## src/rtl/hazard_seq_ctrl.sv

```systemverilog
// Pipeline hazard sequencer: load-use stalls, branch flushes and data-memory waits
// with timeout recovery, plus saturating stall/flush event counters.
module hazard_seq_ctrl #(
  parameter int TIMEOUT = 64,
  parameter int CNT_W   = 16
) (
  input  logic             clk,
  input  logic             rst_n,
  input  logic [4:0]       IF_ID_RegRs1,
  input  logic [4:0]       IF_ID_RegRs2,
  input  logic             IF_ID_UseRs2,
  input  logic             ID_EX_MemR,
  input  logic [4:0]       ID_EX_RegRd,
  input  logic             branch_taken,
  input  logic             dmem_req,
  input  logic             dmem_ready,
  output logic             PC_Write,
  output logic             IF_ID_Write,
  output logic             ID_EX_Write,
  output logic             EX_MEM_Write,
  output logic             IF_ID_Flush,
  output logic             ID_EX_Flush,
  output logic             MEM_WB_Bubble,
  output logic             stall,
  output logic             mem_err,
  output logic [CNT_W-1:0] stall_cnt,
  output logic [CNT_W-1:0] flush_cnt,
  output logic [1:0]       state_dbg
);

  typedef enum logic [1:0] {
    RUN         = 2'd0,
    MEM_WAIT    = 2'd1,
    ERR_RECOVER = 2'd2
  } state_t;

  localparam int WAIT_W = (TIMEOUT > 1) ? $clog2(TIMEOUT) : 1;
  localparam logic [WAIT_W-1:0] WAIT_LAST = WAIT_W'(TIMEOUT - 1);

  state_t            state_q;
  state_t            state_d;
  logic [WAIT_W-1:0] wait_cnt;
  logic              load_use;
  logic              mem_busy;
  logic              lu_stall;
  logic              timeout_hit;

  // Memory handshake: an access is outstanding while dmem_req is high and
  // dmem_ready is low; it completes in the cycle dmem_ready is seen high.
  assign load_use = ID_EX_MemR && (ID_EX_RegRd != 5'd0) &&
                    ((ID_EX_RegRd == IF_ID_RegRs1) ||
                     (IF_ID_UseRs2 && (ID_EX_RegRd == IF_ID_RegRs2)));
  assign mem_busy = dmem_req && !dmem_ready;
  assign state_dbg = state_q;

  always_comb begin
    state_d       = state_q;
    PC_Write      = 1'b1;
    IF_ID_Write   = 1'b1;
    ID_EX_Write   = 1'b1;
    EX_MEM_Write  = 1'b1;
    IF_ID_Flush   = 1'b0;
    ID_EX_Flush   = 1'b0;
    MEM_WB_Bubble = 1'b0;
    lu_stall      = 1'b0;
    timeout_hit   = 1'b0;
    // Held in reset, the pipeline sees the plain RUN/no-event controls.
    if (rst_n) begin
      case (state_q)
        RUN: begin
          if (mem_busy) begin
            PC_Write      = 1'b0;
            IF_ID_Write   = 1'b0;
            ID_EX_Write   = 1'b0;
            EX_MEM_Write  = 1'b0;
            MEM_WB_Bubble = 1'b1;
            state_d       = MEM_WAIT;
          end else if (branch_taken) begin
            IF_ID_Flush = 1'b1;
            ID_EX_Flush = 1'b1;
          end else if (load_use) begin
            PC_Write    = 1'b0;
            IF_ID_Write = 1'b0;
            ID_EX_Flush = 1'b1;
            lu_stall    = 1'b1;
          end
        end
        MEM_WAIT: begin
          if (dmem_ready) begin
            state_d = RUN;
          end else begin
            PC_Write      = 1'b0;
            IF_ID_Write   = 1'b0;
            ID_EX_Write   = 1'b0;
            EX_MEM_Write  = 1'b0;
            MEM_WB_Bubble = 1'b1;
            if (wait_cnt == WAIT_LAST) begin
              state_d     = ERR_RECOVER;
              timeout_hit = 1'b1;
            end
          end
        end
        ERR_RECOVER: begin
          // Flush the front end and bubble MEM/WB so the aborted access never retires.
          IF_ID_Flush   = 1'b1;
          ID_EX_Flush   = 1'b1;
          MEM_WB_Bubble = 1'b1;
          state_d       = RUN;
        end
        default: state_d = RUN;
      endcase
    end
  end

  always_ff @(posedge clk or negedge rst_n) begin
    if (!rst_n) begin
      state_q  <= RUN;
      stall    <= 1'b0;
      mem_err  <= 1'b0;
      wait_cnt <= '0;
    end else begin
      state_q  <= state_d;
      stall    <= lu_stall;
      mem_err  <= mem_err | timeout_hit;
      wait_cnt <= (state_q == MEM_WAIT) ? wait_cnt + WAIT_W'(1) : '0;
    end
  end

  always_ff @(posedge clk or negedge rst_n) begin
    if (!rst_n) begin
      stall_cnt <= '0;
      flush_cnt <= '0;
    end else begin
      if (!PC_Write && (stall_cnt != {CNT_W{1'b1}}))
        stall_cnt <= stall_cnt + CNT_W'(1);
      if (IF_ID_Flush && (flush_cnt != {CNT_W{1'b1}}))
        flush_cnt <= flush_cnt + CNT_W'(1);
    end
  end

endmodule
```

## config.mk

```make
export PLATFORM = sky130hd
export DESIGN_NAME = hazard_seq_ctrl
export DESIGN_NICKNAME = d
export VERILOG_FILES = /design/src/rtl/hazard_seq_ctrl.sv
export SDC_FILE = /design/constraint.sdc
export NUM_CORES = 1
export LEC_CHECK = 0
export CORE_MARGIN = 4
export CORE_UTILIZATION = 62
export CTS_CLUSTER_SIZE = 24
export DETAILED_ROUTE_END_ITERATION = 12
export DONT_BUFFER_PORTS = 1
export PLACE_DENSITY = 0.82
export SYNTH_ARGS = -nofsm -noshare
export SYNTH_HDL_FRONTEND = slang
export SYNTH_SLANG_ARGS = --single-unit
```

## constraint.sdc

```tcl
create_clock -name clk -period 2.4 [get_ports clk]
set_input_delay 0.48 -clock clk [delete_from_list [all_inputs] [get_ports clk]]
set_output_delay 0.48 -clock clk [all_outputs]
set_load 0.03 [all_outputs]
```

==> report_table.html, run 1 <==
<table>
<tr><th>Metric</th><th>Value</th></tr>
<tr><th colspan="2">Run status</th></tr>
<tr><td>Status</td><td>finished, final reports clean</td></tr>
<tr><th colspan="2">Drt</th></tr>
<tr><td>Number of DRC violations after detailed routing</td><td>0</td></tr>
<tr><td>Antenna viol nets, final</td><td>0</td></tr>
<tr><td>Overall routed net length</td><td>4710 um</td></tr>
<tr><td>Drt pass-1 iters</td><td>4</td></tr>
<tr><td>Routed vias</td><td>1603</td></tr>
<tr><td>1st-iter DRT viols</td><td>64</td></tr>
<tr><td>Average wire per cell in the routed design</td><td>17.1 um</td></tr>
<tr><td>Vias per cell</td><td>5.83</td></tr>
<tr><th colspan="2">Place</th></tr>
<tr><td>Count of placed standard cells including taps</td><td>265</td></tr>
<tr><td>RePlAce Congestion</td><td>0.740</td></tr>
<tr><td>Total half-perimeter wirelength after legalization and detailed placement</td><td>3590 um</td></tr>
<tr><td>Input/output buffers</td><td>0</td></tr>
<tr><th colspan="2">Timing</th></tr>
<tr><td>Relative slew margins</td><td>0.628</td></tr>
<tr><td>Final Cycle Share</td><td>0.944</td></tr>
<tr><td>Max-slew violation total from the final report</td><td>0</td></tr>
<tr><td>Final total negative setup slack</td><td>0 ns</td></tr>
<tr><td>Skew final</td><td>0.00669 ns</td></tr>
<tr><td>Highest Clock Rate</td><td>441 MHz</td></tr>
<tr><td>Final number of hold-violating endpoints</td><td>0</td></tr>
<tr><td>Count of endpoints failing setup in the final report</td><td>0</td></tr>
<tr><td>Slew @ Worst Pin</td><td>0.556 ns</td></tr>
<tr><td>Setup repair after global routing missed its margin</td><td>no</td></tr>
<tr><td>Minimum clock period</td><td>2.27 ns</td></tr>
<tr><th colspan="2">Clocking</th></tr>
<tr><td>Clock sink count</td><td>42</td></tr>
<tr><td>Post-CTS clock slew at the launch and capture registers of the worst setup and hold paths</td><td>0.12 ns</td></tr>
<tr><td>Clock root buffer</td><td>sky130_fd_sc_hd__clkbuf_4</td></tr>
<tr><td>Number of buffers inserted during clock tree synthesis</td><td>5</td></tr>
<tr><td>TritonCTS clock tree</td><td>done</td></tr>
<tr><td>Total setup buffers inserted after CTS</td><td>0</td></tr>
<tr><td>Clock latency on the worst-skew pair</td><td>0.36 ns</td></tr>
<tr><td>Deepest level of the CTS H-tree</td><td>2</td></tr>
<tr><td>Maximum count of clock buffers along a single path</td><td>2</td></tr>
<tr><th colspan="2">Global routing</th></tr>
<tr><td>Residual overflow from global routing</td><td>0</td></tr>
<tr><td>Antenna violations before repair</td><td>0</td></tr>
<tr><td>Wire length of the first global-routing pass</td><td>7650 um</td></tr>
<tr><td>Total global-route track usage</td><td>0.225</td></tr>
<tr><td>Pin count of the biggest net entering global routing</td><td>43</td></tr>
<tr><td>Number of global-route vias before repair</td><td>1628</td></tr>
<tr><th colspan="2">Logic synthesis</th></tr>
<tr><td>Number of enable-type register cells in the synthesized netlist</td><td>0</td></tr>
<tr><td>Asr flop ratio synth</td><td>1.00</td></tr>
<tr><td>Mapped Nets</td><td>233</td></tr>
<tr><td>Seq/Total Area, Yosys</td><td>0.472</td></tr>
<tr><td>Proportion of netlist area held by the largest area contributor</td><td>0.472</td></tr>
<tr><td>Most used flip-flop cell after synthesis</td><td>sky130_fd_sc_hd__dfrtp_1</td></tr>
<tr><td>Cells after Synth</td><td>208</td></tr>
<tr><td>Top cells by count, synth</td><td>42 x sky130_fd_sc_hd__dfrtp_1, 24 x sky130_fd_sc_hd__xnor2_1, 19 x sky130_fd_sc_hd__xor2_1</td></tr>
<tr><td>Post-synthesis cell area</td><td>2230 um2</td></tr>
<tr><td>Post-synthesis cell type with the largest combined area</td><td>sky130_fd_sc_hd__dfrtp_1</td></tr>
<tr><td>Dominant cell by count in the synthesized netlist</td><td>sky130_fd_sc_hd__dfrtp_1</td></tr>
<tr><td>Avg Inst Size Synth</td><td>10.7 um2</td></tr>
<tr><td>Top area cells in the synthesized netlist</td><td>sky130_fd_sc_hd__dfrtp_1 47%, sky130_fd_sc_hd__xnor2_1 9.4%, sky130_fd_sc_hd__xor2_1 7.5%</td></tr>
<tr><td>Number of unique standard cell types used by synthesis</td><td>41</td></tr>
<tr><td>Flops &amp; latches, synth</td><td>42</td></tr>
<tr><td>Synth Warn #</td><td>0</td></tr>
<tr><th colspan="2">Worst hold path</th></tr>
<tr><td>Classification of the worst-slack hold path</td><td>input pin to register</td></tr>
<tr><th colspan="2">Critical path</th></tr>
<tr><td>Data required time of the worst path</td><td>1.92 ns</td></tr>
<tr><td>Critical path data arrival time</td><td>1.79 ns</td></tr>
<tr><td>Critical Path End Type</td><td>primary output</td></tr>
<tr><td>Critical path class</td><td>register to primary output</td></tr>
<tr><td>Kind of launch point of the worst setup path</td><td>register</td></tr>
<tr><td>Peak fanout along the critical path</td><td>8</td></tr>
<tr><td>Reg-to-reg setup timing slack</td><td>0.31 ns</td></tr>
<tr><th colspan="2">Die</th></tr>
<tr><td>Core region area</td><td>3390 um2</td></tr>
<tr><td>X dimension of the die</td><td>67.9 um</td></tr>
<tr><td>Initial core utilization</td><td>0.657</td></tr>
<tr><td>Total Die Area</td><td>4620 um2</td></tr>
<tr><td>Number of I/O pins</td><td>65</td></tr>
<tr><td>Die height</td><td>67.9 um</td></tr>
<tr><td>Std cell rows</td><td>21</td></tr>
<tr><th colspan="2">Final layout</th></tr>
<tr><td>Area delta synth-&gt;final</td><td>11.3%</td></tr>
<tr><td>Share of layout cells above drive strength 1</td><td>0.188</td></tr>
<tr><td># nets final</td><td>253</td></tr>
<tr><td>Area of combinational cells with multiple inputs</td><td>1120 um2</td></tr>
<tr><td>Register area</td><td>1050 um2</td></tr>
<tr><td>Antenna Cells</td><td>0</td></tr>
<tr><td>Fin cells</td><td>275</td></tr>
<tr><td>Filler instances</td><td>257</td></tr>
<tr><th colspan="2">Power</th></tr>
<tr><td>Maximum VDD drop</td><td>0.000618 V</td></tr>
<tr><td>Power density relative to cell area</td><td>727 nW/um2</td></tr>
<tr><td>Leakage component of the power</td><td>1.17 nW</td></tr>
<tr><th colspan="2">Run</th></tr>
<tr><td>Number of max-cap violations</td><td>0</td></tr>
</table>
-- cell type report --
type | count | area share
Sequential cell | 42 | 0.424
Multi-Input combinational cell | 155 | 0.451
Clock buffer | 6 | 0.0166
Clock inverter | 2 | 0.00555
Timing Repair Buffer | 18 | 0.0706
Tap cell | 46 | 0.0232
Inverter | 6 | 0.00908
-- routing by layer --
metal  track usage  share of wire
met5             0              0
met4         0.102          0.018
met3        0.0805          0.096
met2         0.373           0.50
met1         0.261           0.39
-- repair_timing --
action / 4_1_cts / 5_1_grt
hold buffers: 2 / 0
gates cloned: 0 / 0
resized for setup: 1 / 1
pin swaps: 0 / 0
setup endpoints to repair: 2 / 2
hold endpoints to repair: 42 / 0
-- registers in the layout, indices dropped and copies added (netlist names) --
| name | cells |
|---|---|
| stall_cnt | 16 |
| mem_err | 1 |
| wait_cnt | 6 |
| state_dbg | 2 |
| flush_cnt | 16 |
| stall | 1 |
-- cell families (layout without fill, tap and decap cells) --
group           after synthesis  after routing  synth area share
compound gates               16             16            0.0669
mux                           2              2            0.0118
simple gates                 91             91             0.235
flops                        42             42             0.472
fa+ha+maj                     3              3            0.0169
buf+inv                      11             32            0.0286
xor+xnor                     43             43             0.169
-- stage by stage --
step	util	hold slack [ns]	setup WS (ns)	power, W	area, um2
floorplan	-	0.184	0.0737	0.00130	2230
global route	0.732	0.133	0.0438	0.00192	2480
global placement	0.705	0.186	0.230	0.00142	2390
detailed placement	0.705	0.186	0.206	0.00145	2390
CTS	0.730	0.134	0.0442	0.00182	2470
finish	0.732	0.163	0.135	0.00180	2480
-- worst paths after layout --
| check | from | to | depth (start not counted) |
|---|---|---|---|
| max in group asynchronous | rst_n | stall_cnt[10] | 2 |
| min in group asynchronous | rst_n | state_dbg[0] | 2 |
| setup reg to reg | stall_cnt[3] | stall_cnt[13] | 6 |
| hold / removal | branch_taken | stall | 1 |
| setup / recovery | state_dbg[0] | IF_ID_Write | 4 |
| hold reg to reg | wait_cnt[0] | wait_cnt[0] | 1 |
-- worst max-delay path: stages, from the launching register on --
cell and delay [ns]:
sky130_fd_sc_hd__dfrtp_2 0.54, sky130_fd_sc_hd__o21ba_2 0.27, sky130_fd_sc_hd__o21ai_2 0.25, sky130_fd_sc_hd__or2_2 0.23, sky130_fd_sc_hd__buf_12 0.13
-- cell usage in the layout, fill, tap and decap left out, types with 3 or more instances in the layout --
| cell type | netlist | layout |
|---|---|---|
| sky130_fd_sc_hd__dfrtp_1 | 42 | 41 |
| sky130_fd_sc_hd__xnor2_1 | 24 | 24 |
| sky130_fd_sc_hd__xor2_1 | 19 | 19 |
| sky130_fd_sc_hd__nor2_1 | 16 | 16 |
| sky130_fd_sc_hd__nand2_1 | 16 | 16 |
| sky130_fd_sc_hd__nand3_1 | 14 | 14 |
| sky130_fd_sc_hd__buf_4 | 2 | 14 |
| sky130_fd_sc_hd__nand4_1 | 9 | 9 |
| sky130_fd_sc_hd__and3_1 | 7 | 7 |
| sky130_fd_sc_hd__nor3_1 | 7 | 7 |
| sky130_fd_sc_hd__inv_1 | 6 | 6 |
| sky130_fd_sc_hd__clkbuf_4 | 0 | 5 |
| sky130_fd_sc_hd__a21oi_1 | 4 | 4 |
| sky130_fd_sc_hd__nor2b_1 | 3 | 3 |
| sky130_fd_sc_hd__ha_1 | 3 | 3 |
| sky130_fd_sc_hd__buf_12 | 0 | 3 |
-- report_power, final --
| part | switching, W | internal (W) |
|---|---|---|
| combinational | 0.000272 | 0.000188 |
| sequential | 0.000206 | 0.000791 |
| clock | 0.000231 | 0.000115 |
| total | 0.000709 | 0.00109 |
Power figures use the tool's default switching activity.
==> run 2: changes to the inputs <==
--- a/config.mk
+++ b/config.mk
@@ -5,12 +5,13 @@
 export SDC_FILE = /design/constraint.sdc
 export NUM_CORES = 1
 export LEC_CHECK = 0
+export ABC_AREA = 1
 export CORE_MARGIN = 4
-export CORE_UTILIZATION = 62
+export CORE_UTILIZATION = 63
 export CTS_CLUSTER_SIZE = 24
 export DETAILED_ROUTE_END_ITERATION = 12
 export DONT_BUFFER_PORTS = 1
-export PLACE_DENSITY = 0.82
+export PLACE_DENSITY = 0.83
 export SYNTH_ARGS = -nofsm -noshare
 export SYNTH_HDL_FRONTEND = slang
 export SYNTH_SLANG_ARGS = --single-unit
==> report_table.html, run 2 <==
<table>
<tr><th>Metric</th><th>Value</th></tr>
<tr><th colspan="2">Run status</th></tr>
<tr><td>Status</td><td>finished, final reports clean</td></tr>
<tr><th colspan="2">Logic synthesis</th></tr>
<tr><td>Mapped Nets</td><td>387 (+66%)</td></tr>
<tr><td>Number of enable-type register cells in the synthesized netlist</td><td>0 (unchanged)</td></tr>
<tr><td>Synth Warn #</td><td>0 (unchanged)</td></tr>
<tr><td>Post-synthesis cell type with the largest combined area</td><td>sky130_fd_sc_hd__dfrtp_1</td></tr>
<tr><td>Dominant cell by count in the synthesized netlist</td><td>sky130_fd_sc_hd__nand2_1</td></tr>
<tr><td>Xor and xnor area share after synthesis</td><td>0.101 (-0.0684)</td></tr>
<tr><td>Proportion of netlist area held by the largest area contributor</td><td>0.394 (-0.0783)</td></tr>
<tr><td>Number of unique standard cell types used by synthesis</td><td>25 (-39%)</td></tr>
<tr><td>Asr flop ratio synth</td><td>1.00 (unchanged)</td></tr>
<tr><td>Avg Inst Size Synth</td><td>7.38 um2 (-31%)</td></tr>
<tr><td>Mux cell area share after synthesis</td><td>0 (-0.0118)</td></tr>
<tr><td>Flops &amp; latches, synth</td><td>42 (unchanged)</td></tr>
<tr><td>Combinational family with the most area after synthesis</td><td>simple AND/OR/NAND/NOR gates</td></tr>
<tr><td>Post-synthesis share of cell area spent on full adders, half adders and majority gates</td><td>0.0141 (-0.00280)</td></tr>
<tr><td>Most used flip-flop cell after synthesis</td><td>sky130_fd_sc_hd__dfrtp_1</td></tr>
<tr><td>Area share of and/or/nand/nor cells after synthesis</td><td>0.358 (+0.123)</td></tr>
<tr><td>Synthesized-area fraction occupied by ao, oa, aoi and oai cells</td><td>0.0431 (-0.0237)</td></tr>
<tr><td>Top area cells in the synthesized netlist</td><td>sky130_fd_sc_hd__dfrtp_1 39%, sky130_fd_sc_hd__nand2_1 15%, sky130_fd_sc_hd__xor2_1 7.2%</td></tr>
<tr><td>Post-synthesis cell area</td><td>2670 um2 (+20%)</td></tr>
<tr><td>Top cells by count, synth</td><td>108 x sky130_fd_sc_hd__nand2_1, 47 x sky130_fd_sc_hd__inv_1, 42 x sky130_fd_sc_hd__dfrtp_1</td></tr>
<tr><td>Cells after Synth</td><td>362 (+74%)</td></tr>
<tr><td>Seq/Total Area, Yosys</td><td>0.394 (-0.0783)</td></tr>
<tr><th colspan="2">Global routing</th></tr>
<tr><td>Wire length of the first global-routing pass</td><td>9790 um (+28%)</td></tr>
<tr><td>Antenna violations before repair</td><td>0 (unchanged)</td></tr>
<tr><td>Total global-route track usage</td><td>0.229 (+0.00422)</td></tr>
<tr><td>Number of global-route vias before repair</td><td>2306 (+42%)</td></tr>
<tr><td>Pin count of the biggest net entering global routing</td><td>43 (unchanged)</td></tr>
<tr><td>Residual overflow from global routing</td><td>0 (unchanged)</td></tr>
<tr><th colspan="2">Timing</th></tr>
<tr><td>Highest Clock Rate</td><td>477 MHz (+8.1%)</td></tr>
<tr><td>Count of endpoints failing setup in the final report</td><td>0 (unchanged)</td></tr>
<tr><td>Slew @ Worst Pin</td><td>0.461 ns (-0.0956 ns)</td></tr>
<tr><td>Final total negative setup slack</td><td>0 ns (unchanged)</td></tr>
<tr><td>Setup repair after global routing missed its margin</td><td>no</td></tr>
<tr><td>Final number of hold-violating endpoints</td><td>0 (unchanged)</td></tr>
<tr><td>Relative slew margins</td><td>0.692 (+0.0639)</td></tr>
<tr><td>Final Cycle Share</td><td>0.873 (-0.0707)</td></tr>
<tr><td>Max-slew violation total from the final report</td><td>0 (unchanged)</td></tr>
<tr><td>Minimum clock period</td><td>2.10 ns (-0.170 ns)</td></tr>
<tr><td>Skew final</td><td>0.00632 ns (-0.000369 ns)</td></tr>
<tr><th colspan="2">Die</th></tr>
<tr><td>Die height</td><td>73.1 um (+7.6%)</td></tr>
<tr><td>X dimension of the die</td><td>73.1 um (+7.6%)</td></tr>
<tr><td>Initial core utilization</td><td>0.658 (+0.000964)</td></tr>
<tr><td>Core region area</td><td>4060 um2 (+20%)</td></tr>
<tr><td>Std cell rows</td><td>23 (+9.5%)</td></tr>
<tr><td>Total Die Area</td><td>5340 um2 (+16%)</td></tr>
<tr><td>Number of I/O pins</td><td>65 (unchanged)</td></tr>
<tr><th colspan="2">Final layout</th></tr>
<tr><td>Filler instances</td><td>317 (+23%)</td></tr>
<tr><td># nets final</td><td>402 (+59%)</td></tr>
<tr><td>Fin cells</td><td>428 (+56%)</td></tr>
<tr><td>Area delta synth-&gt;final</td><td>8.76%</td></tr>
<tr><td>Largest registers</td><td>flush_cnt x16, stall_cnt x16, wait_cnt x6</td></tr>
<tr><td>Leading cell types in the layout, fill and taps excluded</td><td>108 x sky130_fd_sc_hd__nand2_1, 47 x sky130_fd_sc_hd__inv_1, 42 x sky130_fd_sc_hd__dfrtp_1</td></tr>
<tr><td>Share of layout cells above drive strength 1</td><td>0.114 (-0.0740)</td></tr>
<tr><td>Commonest non-fill, non-tap cell in the layout</td><td>sky130_fd_sc_hd__nand2_1</td></tr>
<tr><td>Final design utilization</td><td>0.716 (-0.0159)</td></tr>
<tr><td>Antenna Cells</td><td>0 (unchanged)</td></tr>
<tr><th colspan="2">Critical path</th></tr>
<tr><td>Reg-to-reg setup timing slack</td><td>0.46 ns (+0.15 ns)</td></tr>
<tr><td>Worst r2r path cells</td><td>8 (+2)</td></tr>
<tr><td>Critical Path End Type</td><td>primary output</td></tr>
<tr><td>Worst r2r dst</td><td>stall_cnt[3]</td></tr>
<tr><td>Reg2reg start</td><td>stall_cnt[4]</td></tr>
<tr><td>Peak fanout along the critical path</td><td>5 (-3)</td></tr>
<tr><td>Critical path data arrival time</td><td>1.62 ns (-0.17 ns)</td></tr>
<tr><td>Data required time of the worst path</td><td>1.92 ns (about the same)</td></tr>
<tr><td>Kind of launch point of the worst setup path</td><td>register</td></tr>
<tr><td>Critical path class</td><td>register to primary output</td></tr>
<tr><th colspan="2">Power</th></tr>
<tr><td>Relative contribution of combinational cells to total power</td><td>0.392 (+0.137)</td></tr>
<tr><td>Sw Share</td><td>0.466 (+0.0732)</td></tr>
<tr><td>Maximum VDD drop</td><td>0.000646 V (+4.4%)</td></tr>
<tr><td>Leakage component of the power</td><td>1.48 nW (+26%)</td></tr>
<tr><td>Net Sw Power</td><td>0.00123 W (+74%)</td></tr>
<tr><td>Clock network fraction of total power</td><td>0.173 (-0.019)</td></tr>
<tr><td>Power density relative to cell area</td><td>911 nW/um2 (+25%)</td></tr>
<tr><td>Internal power</td><td>0.00141 W (+29%)</td></tr>
<tr><td>Portion of total power attributed to sequential cells</td><td>0.435 (-0.118)</td></tr>
<tr><th colspan="2">Clocking</th></tr>
<tr><td>Deepest level of the CTS H-tree</td><td>2 (unchanged)</td></tr>
<tr><td>Number of buffers inserted during clock tree synthesis</td><td>5 (unchanged)</td></tr>
<tr><td>Clock latency on the worst-skew pair</td><td>0.29 ns (-0.07 ns)</td></tr>
<tr><td>Clock sink count</td><td>42 (unchanged)</td></tr>
<tr><td>Maximum count of clock buffers along a single path</td><td>2 (unchanged)</td></tr>
<tr><td>Clock root buffer</td><td>sky130_fd_sc_hd__clkbuf_8</td></tr>
<tr><td>TritonCTS clock tree</td><td>done</td></tr>
<tr><td>Total setup buffers inserted after CTS</td><td>0 (unchanged)</td></tr>
<tr><td>Post-CTS clock slew at the launch and capture registers of the worst setup and hold paths</td><td>0.08 ns (-0.04 ns)</td></tr>
<tr><th colspan="2">Place</th></tr>
<tr><td>Total half-perimeter wirelength after legalization and detailed placement</td><td>4300 um (+20%)</td></tr>
<tr><td>Input/output buffers</td><td>0 (unchanged)</td></tr>
<tr><td>Count of placed standard cells including taps</td><td>419 (+58%)</td></tr>
<tr><td>RePlAce Congestion</td><td>0.923 (+25%)</td></tr>
<tr><th colspan="2">Drt</th></tr>
<tr><td>Drt pass-1 iters</td><td>5 (+1)</td></tr>
<tr><td>Average wire per cell in the routed design</td><td>13.4 um (-22%)</td></tr>
<tr><td>Routed length on met3</td><td>467 um (+3.8%)</td></tr>
<tr><td>Overall routed net length</td><td>5720 um (+22%)</td></tr>
<tr><td>Met2 wire len</td><td>2910 um (+25%)</td></tr>
<tr><td>Routed metal-1 wire length</td><td>2270 um (+23%)</td></tr>
<tr><td>Number of DRC violations after detailed routing</td><td>0 (unchanged)</td></tr>
<tr><td>Vias per cell</td><td>5.49 (-5.8%)</td></tr>
<tr><td>Routed vias</td><td>2350 (+47%)</td></tr>
<tr><td>Antenna viol nets, final</td><td>0 (unchanged)</td></tr>
<tr><td>Top layer reached by signal wires</td><td>met4</td></tr>
<tr><td>1st-iter DRT viols</td><td>160 (+150%)</td></tr>
<tr><th colspan="2">Run</th></tr>
<tr><td>Number of max-cap violations</td><td>0 (unchanged)</td></tr>
<tr><th colspan="2">Worst hold path</th></tr>
<tr><td>Classification of the worst-slack hold path</td><td>input pin to async pin</td></tr>
</table>
==> run 2: cell count changes in the layout (fill, tap and decap cells not counted), sizes merged, moves of 3 or more <==
cell,change
and3,-6
and4,-3
inv,+43
nand2,+101
nand4,+10
nor2,+22
nor2b,-3
nor3,+5
o21ai,+13
or3,-3
xnor2,-17
xor2,+3
==> run 2: power by group through the flow <==
| stage | Clock [W] | Sequential, W | Combinational (W) |
|---|---|---|---|
| after global placement | 0 | 0.00116 | 0.000986 |
| after global routing | 0.000495 | 0.00118 | 0.00116 |
| after CTS | 0.000474 | 0.00115 | 0.00104 |
| final | 0.000458 | 0.00115 | 0.00104 |
| after detailed placement | 0 | 0.00117 | 0.00102 |
| after floorplan | 0 | 0.00126 | 0.000654 |
==> run 2: final cells by class <==
class | instances | area [um2] | area share
clock buffer | 7 | 86.3 | 0.0297
inverter | 49 | 184 | 0.0633
multi-input combinational | 263 | 1380 | 0.476
tap | 50 | 62.6 | 0.0215
timing repair buffer | 16 | 133 | 0.0457
clock inverter | 1 | 5.00 | 0.00172
sequential | 42 | 1050 | 0.362
==> run 2: kinds of logic (layout without fill, tap and decap cells) <==
family,after synthesis,count (layout)
compound gates,22,22
xor+xnor,29,29
fa+ha+maj,3,3
buf+inv,57,73
flops,42,42
simple gates,209,209
==> run 2: worst max path at each step <==
stage,from,endpoint,cells after the start
after global placement,dmem_req,flush_cnt[3],10
after global routing,state_dbg[1],ID_EX_Flush,8
after detailed placement,dmem_req,flush_cnt[3],10
after floorplan,state_dbg[0],ID_EX_Write,4
final,state_dbg[0],PC_Write,6
after CTS,state_dbg[1],flush_cnt[3],10
==> run 2: layer usage <==
metal,GRT usage,vias up
met4,0.0738,0
li1,-,1175
met2,0.401,87
met1,0.259,1079
met5,0,-
met3,0.0813,9
==> run 2: per-stage QoR <==
step	total power, W	hold slack [ns]	cell area [um2]	setup WS [ns]
3_5_place_dp	0.00218	0.186	2790	0.211
3_3_place_gp	0.00215	0.186	2790	0.268
5_1_grt	0.00283	0.0380	2900	0.152
4_1_cts	0.00266	0.0277	2900	0.217
2_1_floorplan	0.00192	0.184	2670	0.138
6_report	0.00264	0.0273	2900	0.305
==> run 2: worst max-delay path, cell delays in order, from the launching register on <==
cell and delay (ns):
sky130_fd_sc_hd__dfrtp_1 0.39, sky130_fd_sc_hd__buf_4 0.18, sky130_fd_sc_hd__a211oi_1 0.29, sky130_fd_sc_hd__nand2_1 0.11, sky130_fd_sc_hd__inv_2 0.07, sky130_fd_sc_hd__nand2_1 0.09
sky130_fd_sc_hd__buf_4 0.21
==> run 2: timing repair <==
| action | 4_1_cts | 5_1_grt |
|---|---|---|
| hold buffers | 1 | 0 |
| resized for setup | 0 | 1 |
| hold endpoints to repair | 42 | 0 |
| setup endpoints to repair | 0 | 4 |
==> run 3: changes to the inputs <==
--- a/config.mk
+++ b/config.mk
@@ -11,7 +11,7 @@
 export CTS_CLUSTER_SIZE = 24
 export DETAILED_ROUTE_END_ITERATION = 12
 export DONT_BUFFER_PORTS = 1
-export PLACE_DENSITY = 0.83
+export PLACE_DENSITY = 0.9
 export SYNTH_ARGS = -nofsm -noshare
 export SYNTH_HDL_FRONTEND = slang
 export SYNTH_SLANG_ARGS = --single-unit
==> report_table.html, run 3 (synthesis gave the netlist of run 2 again) <==
<table>
<tr><th>Metric</th><th>Value</th></tr>
<tr><th colspan="2">Critical path</th></tr>
<tr><td>Worst r2r dst</td><td>flush_cnt[3]</td></tr>
<tr><td>Critical path data arrival time</td><td>1.75 ns (+0.13 ns)</td></tr>
<tr><td>Data required time of the worst path</td><td>1.92 ns (about the same)</td></tr>
<tr><td>Reg2reg start</td><td>flush_cnt[1]</td></tr>
<tr><td>Kind of launch point of the worst setup path</td><td>register</td></tr>
<tr><td>Worst r2r path cells</td><td>10 (+2)</td></tr>
<tr><td>Critical Path End Type</td><td>primary output</td></tr>
<tr><td>Critical path class</td><td>register to primary output</td></tr>
<tr><td>Reg-to-reg setup timing slack</td><td>0.36 ns (-0.10 ns)</td></tr>
<tr><td>Peak fanout along the critical path</td><td>5 (unchanged)</td></tr>
<tr><th colspan="2">Die</th></tr>
<tr><td>Core region area</td><td>4060 um2 (unchanged)</td></tr>
<tr><td>Die height</td><td>73.1 um (unchanged)</td></tr>
<tr><td>Std cell rows</td><td>23 (unchanged)</td></tr>
<tr><td>Initial core utilization</td><td>0.658 (unchanged)</td></tr>
<tr><td>X dimension of the die</td><td>73.1 um (unchanged)</td></tr>
<tr><td>Number of I/O pins</td><td>65 (unchanged)</td></tr>
<tr><td>Total Die Area</td><td>5340 um2 (unchanged)</td></tr>
<tr><th colspan="2">Clocking</th></tr>
<tr><td>Clock root buffer</td><td>sky130_fd_sc_hd__clkbuf_8</td></tr>
<tr><td>Maximum count of clock buffers along a single path</td><td>2 (unchanged)</td></tr>
<tr><td>TritonCTS clock tree</td><td>done</td></tr>
<tr><td>Post-CTS clock slew at the launch and capture registers of the worst setup and hold paths</td><td>0.08 ns (about the same)</td></tr>
<tr><td>Number of buffers inserted during clock tree synthesis</td><td>5 (unchanged)</td></tr>
<tr><td>Clock latency on the worst-skew pair</td><td>0.30 ns (about the same)</td></tr>
<tr><td>Deepest level of the CTS H-tree</td><td>2 (unchanged)</td></tr>
<tr><td>Clock sink count</td><td>42 (unchanged)</td></tr>
<tr><td>Total setup buffers inserted after CTS</td><td>0 (unchanged)</td></tr>
<tr><th colspan="2">Drt</th></tr>
<tr><td>Overall routed net length</td><td>6050 um (+5.7%)</td></tr>
<tr><td>Routed vias</td><td>2409 (+2.5%)</td></tr>
<tr><td>Antenna viol nets, final</td><td>0 (unchanged)</td></tr>
<tr><td>Average wire per cell in the routed design</td><td>14.2 um (+6.2%)</td></tr>
<tr><td>Vias per cell</td><td>5.65 (+3.0%)</td></tr>
<tr><td>Drt pass-1 iters</td><td>5 (unchanged)</td></tr>
<tr><td>Number of DRC violations after detailed routing</td><td>0 (unchanged)</td></tr>
<tr><td>1st-iter DRT viols</td><td>183 (+14%)</td></tr>
<tr><th colspan="2">Final layout</th></tr>
<tr><td>Register area</td><td>1050 um2 (+0.24%)</td></tr>
<tr><td>Leading cell types in the layout, fill and taps excluded</td><td>108 x sky130_fd_sc_hd__nand2_1, 47 x sky130_fd_sc_hd__inv_1, 40 x sky130_fd_sc_hd__dfrtp_1</td></tr>
<tr><td>Filler instances</td><td>325 (+2.5%)</td></tr>
<tr><td>Commonest non-fill, non-tap cell in the layout</td><td>sky130_fd_sc_hd__nand2_1</td></tr>
<tr><td>Final instance area</td><td>2910 um2 (about the same)</td></tr>
<tr><td>Antenna Cells</td><td>0 (unchanged)</td></tr>
<tr><td>Area of combinational cells with multiple inputs</td><td>1380 um2 (-0.36%)</td></tr>
<tr><td>Area delta synth-&gt;final</td><td>8.81% (about the same)</td></tr>
<tr><td>Largest registers</td><td>flush_cnt x16, stall_cnt x16, wait_cnt x6</td></tr>
<tr><td># nets final</td><td>400 (-0.50%)</td></tr>
<tr><td>Share of layout cells above drive strength 1</td><td>0.114 (+0.000605)</td></tr>
<tr><th colspan="2">Global routing</th></tr>
<tr><td>Total global-route track usage</td><td>0.242 (+0.0130)</td></tr>
<tr><td>Wire length of the first global-routing pass</td><td>10200 um (+4.3%)</td></tr>
<tr><td>Pin count of the biggest net entering global routing</td><td>43 (unchanged)</td></tr>
<tr><td>Number of global-route vias before repair</td><td>2359 (+2.3%)</td></tr>
<tr><td>Residual overflow from global routing</td><td>0 (unchanged)</td></tr>
<tr><td>Antenna violations before repair</td><td>0 (unchanged)</td></tr>
<tr><th colspan="2">Power</th></tr>
<tr><td>Relative contribution of combinational cells to total power</td><td>0.356 (-0.036)</td></tr>
<tr><td>Leakage component of the power</td><td>1.47 nW (-0.63%)</td></tr>
<tr><td>Power density relative to cell area</td><td>940 nW/um2 (+3.3%)</td></tr>
<tr><td>Net Sw Power</td><td>0.00126 W (+2.0%)</td></tr>
<tr><td>Portion of total power attributed to sequential cells</td><td>0.441 (+0.006)</td></tr>
<tr><td>Overall power consumption</td><td>0.00273 W (+3.3%)</td></tr>
<tr><td>Maximum VDD drop</td><td>0.000764 V (+18%)</td></tr>
<tr><td>Internal power</td><td>0.00147 W (+4.5%)</td></tr>
<tr><td>Clock network fraction of total power</td><td>0.203 (+0.030)</td></tr>
<tr><td>Sw Share</td><td>0.460 (-0.00600)</td></tr>
<tr><th colspan="2">Place</th></tr>
<tr><td>RePlAce Congestion</td><td>0.884 (-4.2%)</td></tr>
<tr><td>Total half-perimeter wirelength after legalization and detailed placement</td><td>4280 um (-0.43%)</td></tr>
<tr><td>Pre-CTS setup slack</td><td>0.376 ns (+0.165 ns)</td></tr>
<tr><td>Placed Area</td><td>2770 um2 (-0.54%)</td></tr>
<tr><td>Input/output buffers</td><td>0 (unchanged)</td></tr>
<tr><th colspan="2">Run status</th></tr>
<tr><td>Status</td><td>finished, final reports clean</td></tr>
<tr><th colspan="2">Timing</th></tr>
<tr><td>Setup repair after global routing missed its margin</td><td>no</td></tr>
<tr><td>Minimum clock period</td><td>2.23 ns (+0.138 ns)</td></tr>
<tr><td>Minimum setup slack in the final design</td><td>0.167 ns (-0.138 ns)</td></tr>
<tr><td>Max-slew violation total from the final report</td><td>0 (unchanged)</td></tr>
<tr><td>Relative slew margins</td><td>0.679 (-0.0129)</td></tr>
<tr><td>Count of endpoints failing setup in the final report</td><td>0 (unchanged)</td></tr>
<tr><td>Skew final</td><td>0.0108 ns (+0.00447 ns)</td></tr>
<tr><td>Slew @ Worst Pin</td><td>0.481 ns (+0.0204 ns)</td></tr>
<tr><td>Final number of hold-violating endpoints</td><td>0 (unchanged)</td></tr>
<tr><td>Final Cycle Share</td><td>0.931 (+0.0575)</td></tr>
<tr><td>Final total negative setup slack</td><td>0 ns (unchanged)</td></tr>
<tr><td>Highest Clock Rate</td><td>448 MHz (-6.2%)</td></tr>
<tr><th colspan="2">Run</th></tr>
<tr><td>Number of max-cap violations</td><td>0 (unchanged)</td></tr>
<tr><th colspan="2">Worst hold path</th></tr>
<tr><td>Classification of the worst-slack hold path</td><td>input pin to async pin</td></tr>
</table>
-- run 3: cell count changes in the layout (fill, tap and decap cells not counted), sizes merged --
cell,before,now
clkinvlp,0,1
bufinv,0,1
clkinv,1,0
clkbuf,7,6
buf,16,14
-- run 3: metrics by stage --
step,cells,hold slack (ns),utilization
3_5_place_dp,417,0.186,0.683
3_3_place_gp,417,0.186,0.683
6_report,426,0.0131,0.716
5_1_grt,426,0.0179,0.716
4_1_cts,426,0.0211,0.715
2_1_floorplan,362,0.184,-
-- run 3: how the worst max path moves through the flow --
stage,slack (ns),end,start,depth (start not counted)
after floorplan,0.14,ID_EX_Write,state_dbg[0],4
after global placement,0.40,flush_cnt[15],flush_cnt[1],9
after detailed placement,0.38,flush_cnt[3],flush_cnt[1],10
after CTS,0.09,ID_EX_Flush,state_dbg[0],8
after global routing,0.03,ID_EX_Flush,state_dbg[1],8
final,0.17,ID_EX_Flush,state_dbg[1],8
-- run 3: cell type report --
class	instances	area share
repair buffers	14	0.0405
multi-input cells	263	0.474
clock buffers	6	0.0250
clock inverters	2	0.0129
inverters	49	0.0633
well taps	50	0.0215
flip-flops and latches	42	0.363
-- run 3: what timing repair did --
item	CTS	global route
hold endpoints to repair	42	0
hold buffers	1	0
gates resized for setup	0	2
setup endpoints to repair	0	1
-- run 3: worst max-delay path, cell delays in order (launching register included) --
cell	delay (ns)
sky130_fd_sc_hd__dfrtp_2	0.50
sky130_fd_sc_hd__inv_1	0.13
sky130_fd_sc_hd__nand2_2	0.09
sky130_fd_sc_hd__nor2_4	0.16
sky130_fd_sc_hd__nand2_1	0.08
sky130_fd_sc_hd__o21ai_0	0.08
sky130_fd_sc_hd__nand2_1	0.13
sky130_fd_sc_hd__o21ai_0	0.11
sky130_fd_sc_hd__buf_4	0.19
-- run 3: routing by layer --
| metal | global-route usage | up-vias | share of wire |
|---|---|---|---|
| met3 | 0.0758 | 18 | 0.072 |
| met2 | 0.410 | 86 | 0.52 |
| met4 | 0.105 | 0 | 0.022 |
| met1 | 0.281 | 1126 | 0.39 |
| met5 | 0 | - | 0 |
| li1 | - | 1179 | - |
-- run 3: power by group through the flow --
stage	logic, W	registers, W	clock network [W]
after CTS	0.000973	0.00120	0.000568
after global placement	0.000913	0.00121	0
after floorplan	0.000654	0.00126	0
final	0.000973	0.00120	0.000554
after global routing	0.00109	0.00123	0.000597
after detailed placement	0.000947	0.00121	0
